[src/rtl/ssd_scan_ctrl.sv]
// Seven-segment scan controller: walks one shared decoder across DIGITS positions with a blank guard per slot.
// Define SSD_LZS_EN to blank leading zero digits (digit 0 is always shown).
module ssd_scan_ctrl #(
  parameter int DIGITS   = 4,
  parameter int PRESCALE = 50000,
  parameter int GUARD    = 500
) (
  input  logic                  clk,
  input  logic                  rst_n,
  input  logic                  en,
  input  logic                  load_valid,
  input  logic [4*DIGITS-1:0]   load_data,
  output logic                  load_ready,
  output logic [3:0]            nibble,
  output logic [DIGITS-1:0]     digit_sel,
  output logic                  frame_done
);

  localparam int CNT_W = (PRESCALE > 1) ? $clog2(PRESCALE) : 1;
  localparam int IDX_W = (DIGITS > 1) ? $clog2(DIGITS) : 1;

  localparam logic [CNT_W-1:0] CNT_LAST   = CNT_W'(PRESCALE - 1);
  localparam logic [CNT_W-1:0] GUARD_LAST = CNT_W'((GUARD > 0) ? GUARD - 1 : 0);
  localparam logic [IDX_W-1:0] IDX_LAST   = IDX_W'(DIGITS - 1);

  localparam logic [0:0] ST_GUARD = 1'b0;
  localparam logic [0:0] ST_DRIVE = 1'b1;

  logic [0:0]          state_q,   state_d;
  logic [CNT_W-1:0]    cnt_q,     cnt_d;
  logic [IDX_W-1:0]    idx_q,     idx_d;
  logic [4*DIGITS-1:0] active_q,  active_d;
  logic [4*DIGITS-1:0] shadow_q,  shadow_d;
  logic                pending_q, pending_d;
  logic                ready_q,   ready_d;
  logic [3:0]          nibble_q,  nibble_d;
  logic [DIGITS-1:0]   sel_q,     sel_d;
  logic                frame_q,   frame_d;

  logic slotWrap;
  logic lastDigit;
  logic boundary;
  logic commit;
  logic transfer;

  assign slotWrap  = (cnt_q == CNT_LAST);
  assign lastDigit = (idx_q == IDX_LAST);
  assign boundary  = en && slotWrap && lastDigit;
  assign commit    = boundary && pending_q;
  assign transfer  = load_valid && ready_q;

  // Slot timing: counter, digit index and guard/drive phase all freeze while en is low.
  always_comb begin
    state_d = state_q;
    cnt_d   = cnt_q;
    idx_d   = idx_q;
    if (en) begin
      if (slotWrap) begin
        cnt_d = '0;
        idx_d = lastDigit ? '0 : idx_q + IDX_W'(1);
      end else begin
        cnt_d = cnt_q + CNT_W'(1);
      end
      if (GUARD == 0) begin
        state_d = ST_DRIVE;
      end else if (slotWrap) begin
        state_d = ST_GUARD;
      end else if (state_q == ST_GUARD && cnt_q == GUARD_LAST) begin
        state_d = ST_DRIVE;
      end
    end
  end

  // The shadow only moves into the active register at a frame boundary, so a frame never tears.
  always_comb begin
    active_d  = active_q;
    shadow_d  = shadow_q;
    pending_d = pending_q;
    if (commit) begin
      active_d  = shadow_q;
      pending_d = 1'b0;
    end else if (transfer) begin
      shadow_d  = load_data;
      pending_d = 1'b1;
    end
    ready_d = !pending_d;
    frame_d = boundary;
  end

  always_comb begin
    logic blank;
`ifdef SSD_LZS_EN
    logic zeroFrom;
    zeroFrom = 1'b1;
`endif
    blank    = 1'b0;
    nibble_d = '0;
    sel_d    = '0;
    // Walk from the most significant digit so zeroFrom tracks "this digit and all above are zero".
    for (int k = DIGITS - 1; k >= 0; k--) begin
`ifdef SSD_LZS_EN
      zeroFrom = zeroFrom && (active_d[4*k +: 4] == 4'h0);
`endif
      if (idx_d == IDX_W'(k)) begin
        nibble_d = active_d[4*k +: 4];
`ifdef SSD_LZS_EN
        blank = (k > 0) && zeroFrom;
`endif
        sel_d[k] = en && (state_d == ST_DRIVE) && !blank;
      end
    end
  end

  always_ff @(posedge clk or negedge rst_n) begin
    if (!rst_n) begin
      state_q   <= ST_GUARD;
      cnt_q     <= '0;
      idx_q     <= '0;
      active_q  <= '0;
      shadow_q  <= '0;
      pending_q <= 1'b0;
      ready_q   <= 1'b1;
      nibble_q  <= '0;
      sel_q     <= '0;
      frame_q   <= 1'b0;
    end else begin
      state_q   <= state_d;
      cnt_q     <= cnt_d;
      idx_q     <= idx_d;
      active_q  <= active_d;
      shadow_q  <= shadow_d;
      pending_q <= pending_d;
      ready_q   <= ready_d;
      nibble_q  <= nibble_d;
      sel_q     <= sel_d;
      frame_q   <= frame_d;
    end
  end

  assign load_ready = ready_q;
  assign nibble     = nibble_q;
  assign digit_sel  = sel_q;
  assign frame_done = frame_q;

endmodule

[config.mk]
export PLATFORM = sky130hd
export DESIGN_NAME = ssd_scan_ctrl
export DESIGN_NICKNAME = d
export VERILOG_FILES = /design/src/rtl/ssd_scan_ctrl.sv
export SDC_FILE = /design/constraint.sdc
export NUM_CORES = 1
export LEC_CHECK = 0
export ABC_AREA = 0
export CORE_MARGIN = 2
export CORE_UTILIZATION = 58
export CTS_BUF_LIST = sky130_fd_sc_hd__clkbuf_8
export CTS_CLUSTER_SIZE = 12
export DETAILED_ROUTE_END_ITERATION = 10
export HOLD_SLACK_MARGIN = 0.03
export PLACE_DENSITY = 0.82
export SLEW_MARGIN = 25
export SYNTH_ARGS = -nofsm -noshare
export SYNTH_HDL_FRONTEND = slang
export SYNTH_SLANG_ARGS = --single-unit
[constraint.sdc]
create_clock -name clk -period 2.5 [get_ports clk]
set_input_delay 0.5 -clock clk [delete_from_list [all_inputs] [get_ports clk]]
set_output_delay 0.5 -clock clk [all_outputs]
set_load 0.005 [all_outputs]
==> results.ini, run 1 <==
[critical_path]
crit_fanout=18
cpMaxStageDelayCell=dfrtp_1
worstSetupEndpointType=register
crit_path_max_incr_delay_ns=0.46
rr_endpoint=nibble[3]$_DFF_PN0_
cp_data_arrival_time_ns=2.56
required_ns=2.72
r2r-start=cnt_q[11]$_DFFE_PN0P_
cp-start-kind=register
timing.critical_path.mode_cell=nor3_1
crit_path_cell_trace=nor4_4 > nand3_2 > or3_1 > buf_12 > mux2_2 > nor3_1 > nor3_1
ff2ff_setup_slack_ns=0.16
crit_type=register to register
ff2ff_path_depth=7

[routing]
drtAntennaViolNets=0
drc_errors=0
finalWirelength_um=4970
drtIter0Drc=99
avgRoutedWirePerCell_um=16.5
viasPerCell=5.60
first_pass_iters=4
vias=1690

[timing]
maxSlewHeadroom_pct=57.4
period_share_pct=93.7
skew_ns=0.00454
period_minus_slack_ns=2.34
fmax_mhz=427
report.final.hold_viol_count=0
rsz0062_at_grt=no
finalMaxSlewViolations=0
worst_slew_pin_slew_ns=0.639
setup_violations=0
fin_hold_ws_ns=0.178

[synthesis]
synth_compound_area_share_pct=2.42
syn_inst=202
synth_flop_cell=dfrtp_1
syn_area_per_cell_um2=13.3
synth_top_family_by_area=multiplexers
yosysSeqAreaShare_pct=57.7
syn_area_mm2=0.00269
yosys.area_share.xor_xnor_pct=3.58
ys_warn_count=0
synth_nets=224
synth_edf_count=0
yosys-mux-area-fraction_pct=19.2
ys_ff_latch=62
netlist.area_leader.share_pct=56.7
ys_top_cells_by_area=dfrtp_1, mux2_2, mux2_4
async_reset_ff_share_pct=100
synth_cell_type_count=39
yosys.area_share.simple_pct=12.8
synth_fa_ha_area_share_pct=0.930
yosysTopAreaCell=dfrtp_1

[global_routing]
grt-ovfl-total=0
grt_pass1_vias=1804
grt_first_pass_wirelength_um=8510
antenna_found_initial=0
grtUsageTotal_pct=22.2
grt_max_degree=37

[finish]
nets=267
final_cell_mix=dfrtp_1, clkdlybuf4s50_1, mux2_2
diodes=0
design_area_mm2=0.00327
layout_commonest_cell=dfrtp_1
layout-drive-gt1-share_pct=25.6
area_growth_pct=21.5

[place]
dpl-instance-area_mm2=0.00308
dp_hpwl_um=3450
port-buffer-count=29
gp_congestion=0.791

[clock_tree]
cts_buffers=9
cts_setup_buffers=0
clock_latency_ns=0.34
cts_sinks=62
clkTransAtPathRegs_ns=0.07
cts_resized=0
root_buffer=clkbuf_8
holdBufCountCts=0
clockBufferDepth=2
tritoncts=yes
cts_htree_levels=3

[power_and_ir_drop]
vdd_drop_max_v=0.000477
power_density_mw_per_mm2=727
p_leak_nw=1.57

[floorplanning]
rows=24
die_height_um=72.1
core_area_mm2=0.00441
fp.dieW_um=72.1
ios=30
start_util_pct=61.0
dieArea_mm2=0.00520

[job]
cap_violations=0

[outcome]
outcome=finished clean

[worst_hold_path]
hp-class=input pin to asynchronous set/reset pin

[cells in the mapped netlist (2+ instances only)]
master	instances
mux2i_1	12
nor2_1	14
and2_1	2
buf_6	2
or3_1	3
and4_1	4
and3_1	2
nand4_1	4
inv_1	4
o22ai_1	2
mux2_2	22
a21oi_1	2
ha_1	2
o21ai_0	5
xor2_1	5
mux2_4	10
dfrtp_1	61
nand3_1	2
buf_2	2
nor3_1	4
xnor2_1	6
nand2_1	15
[per-layer routing]
layer,GRT usage [%],routed length (µm)
met4,12.4,126
met2,38.4,2680
met5,0,0
met3,4.31,168
met1,26.0,1990
[registers in the layout, summed over array words and instances (netlist names)]
| signal | count |
|---|---|
| state_q | 1 |
| load_ready | 1 |
| active_q | 16 |
| nibble | 4 |
| digit_sel | 4 |
| idx_q | 2 |
| shadow_q | 16 |
| cnt_q | 16 |
| frame_done | 1 |
| pending_q | 1 |
[power breakdown]
| group | leakage (nW) | switching, mW | internal [mW] | total (mW) |
|---|---|---|---|---|
| registers | 0.813 | 0.120 | 1.15 | 1.27 |
| logic | 0.659 | 0.0971 | 0.199 | 0.296 |
| clock network | 0.0996 | 0.376 | 0.434 | 0.810 |
[worst max path at each step]
stage                               start  cells past startpoint                  end
floorplan                              en                      8  nibble[1]$_DFF_PN0_
global placement                       en                      7  nibble[0]$_DFF_PN0_
detailed placement                     en                      7  nibble[1]$_DFF_PN0_
CTS                 cnt_q[11]$_DFFE_PN0P_                      7  nibble[1]$_DFF_PN0_
global route        cnt_q[11]$_DFFE_PN0P_                      7  nibble[1]$_DFF_PN0_
finish              cnt_q[11]$_DFFE_PN0P_                      7  nibble[3]$_DFF_PN0_
[final cells by class]
type | count | area [µm²]
Timing Repair Buffer | 39 | 398
Clock inverter | 4 | 21.3
Tap cell | 52 | 65.1
Multi-Input combinational cell | 128 | 1050
Clock buffer | 12 | 165
Sequential cell | 62 | 1550
Inverter | 5 | 18.8
Fill cell | 299 | 1140
[cell families after synthesis]
family,Yosys count
flops,62
simple gates,60
mux,44
buf+inv,12
compound gates,11
xor+xnor,11
fa+ha+maj,2
[metrics by stage]
| stage | util, % | TNS, ns | instances | total power [mW] | setup slack (ns) |
|---|---|---|---|---|---|
| floorplan | - | 0 | 202 | 1.46 | 0.153 |
| finish | 74.1 | 0 | 302 | 2.38 | 0.158 |
| global placement | 69.8 | 0 | 286 | 1.56 | 0.0444 |
| global route | 74.1 | 0 | 302 | 2.48 | 0.0375 |
| CTS | 74.1 | 0 | 302 | 2.39 | 0.132 |
| detailed placement | 69.8 | -0.103 | 286 | 1.58 | -0.0340 |
[worst max-delay path, delay by kind of cell, from the launching register on]
family                 cells  cell delay [ns]
muxes                      1             0.28
DFF                        1             0.46
and+or+nand+nor            5             1.30
buffers and inverters      1             0.18
(Power assumes the default switching activity.)
==> run 2: changes to the inputs <==
CELL_PAD_IN_SITES_DETAIL_PLACEMENT = 1   (was not set)
CELL_PAD_IN_SITES_GLOBAL_PLACEMENT = 1   (was not set)
CORE_UTILIZATION = 47   (was 58)
PLACE_DENSITY = not set   (was 0.82)
PLACE_DENSITY_LB_ADDON = 0.1   (was not set)
==> run 2 against run 1 <==
  * Combinational power is essentially flat
  * First-iteration DRC count shrank 51%
  * Hold slack lost 0.0034 ns
  * Die area grew 22%
  * Largest power group unchanged
  * Critical path depth is the same
  * Global-route usage shrank 2.0 points
  * Power grew 8.3%
  * Via count grew 0.18%
  * Clock skew grew 0.0039 ns
  * Critical path type unchanged
  * Critical endpoint unchanged
  * Sequential power is essentially flat
  * Sequential cell count is the same
==> results.ini, run 2 (synthesis gave the netlist of run 1 again) <==
[outcome]
outcome=finished clean

[clock_tree]
tritoncts=yes
cts_buffers=9
cts_sinks=62
clockBufferDepth=2
cts_resized=0
root_buffer=clkbuf_8
cts_htree_levels=3
holdBufCountCts=0
cts_setup_buffers=0
clkTransAtPathRegs_ns=0.07
clock_latency_ns=0.34

[finish]
diodes=0
layout-drive-gt1-share_pct=26.6
final_core_util_pct=60.7
final_cell_mix=dfrtp_1, clkdlybuf4s50_1, mux2_2
area_growth_pct=24.1
nets=269
fill_cells=545
reg_top3=active_q x16, cnt_q x16, shadow_q x16
layout_commonest_cell=dfrtp_1
finalNonFillerCells=324

[place]
port-buffer-count=29
dpl_worst_slack_ns=0.0425
dp_hpwl_um=3920
place_inst=308
gp_congestion=0.901

[timing]
setup_tns_ns=0
fmax_mhz=436
finalMaxSlewViolations=0
rsz0062_at_grt=no
maxSlewHeadroom_pct=58.6
period_minus_slack_ns=2.29
period_share_pct=91.8
setup_violations=0
report.final.hold_viol_count=0
fin_hold_ws_ns=0.175
worst_slew_pin_slew_ns=0.622
setup_ws_ns=0.206
skew_ns=0.00841

[critical_path]
crit_path_max_incr_delay_ns=0.46
startpoint=cnt_q[11]$_DFFE_PN0P_
cp_top_family=simple AND/OR/NAND/NOR gates
cpMaxStageDelayCell=dfrtp_1
timing.critical_path.mode_cell=nor3_1
cp_data_arrival_time_ns=2.51
cp-start-kind=register
ff2ff_path_depth=7
r2r-start=cnt_q[11]$_DFFE_PN0P_
crit_path_cell_trace=nor4_4 > nand3_2 > or3_1 > buf_12 > mux2_2 > nor3_1 > nor3_1
cp_num_cells=7
crit_fanout=18
crit_type=register to register
worstSetupEndpointType=register
required_ns=2.72
crit_buf_inv=1

[routing]
avgRoutedWirePerCell_um=16.8
drc_errors=0
viasPerCell=5.23
first_pass_iters=4
drtIter0Drc=49
drtAntennaViolNets=0
vias=1693
finalWirelength_um=5450

[global_routing]
grt_first_pass_wirelength_um=9450
grt_pass1_vias=1955
grtUsageTotal_pct=20.2
grt-ovfl-total=0
grt_max_degree=37
antenna_found_initial=0

[power_and_ir_drop]
p_leak_nw=1.58
vdd_drop_max_v=0.000663
power_density_mw_per_mm2=770

[floorplanning]
fp.dieW_um=79.7
die_height_um=79.7
rows=27
ios=30
start_util_pct=48.9
core_area_mm2=0.00551
dieArea_mm2=0.00635

[worst_hold_path]
hp-class=input pin to asynchronous set/reset pin

[job]
cap_violations=0

==> run 2: worst paths after layout <==
kind / end / slack [ns]
worst max-delay path: nibble[3]$_DFF_PN0_ / 0.21
worst min register to register: state_q$_DFF_PN0_ / 0.50
min in group clk: state_q$_DFF_PN0_ / 0.50
worst min-delay path: nibble[1]$_DFF_PN0_ / 0.17
max in group asynchronous: load_ready$_DFF_PN1_ / 1.67
worst max register to register: nibble[3]$_DFF_PN0_ / 0.21
==> run 2: per-layer routing <==
metal,part of all wire (%),global-route usage [%],vias up
met5,0,0,-
li1,-,-,793
met4,2.0,8.10,0
met1,39,21.2,863
met3,3.5,7.24,10
met2,55,36.6,27
==> run 2: power breakdown <==
group | internal [mW] | switching, mW | leakage, nW
Clock | 0.595 | 0.408 | 0.110
Combinational | 0.199 | 0.0988 | 0.662
Sequential | 1.15 | 0.123 | 0.813
Total | 1.94 | 0.630 | 1.58
==> run 2: area by class of cell <==
class,count,area (µm²),area share (%)
clock buffers,10,138,4.12
repair buffers,41,400,12.0
clock inverters,6,92.6,2.77
flip-flops and latches,62,1550,46.5
well taps,72,90.1,2.70
inverters,5,18.8,0.562
multi-input cells,128,1050,31.4
==> run 2: stage by stage <==
stage	total power [mW]	area, µm²
finish	2.57	3340
detailed placement	1.59	3110
floorplan	1.46	2690
CTS	2.61	3340
global placement	1.55	3110
global route	2.70	3340
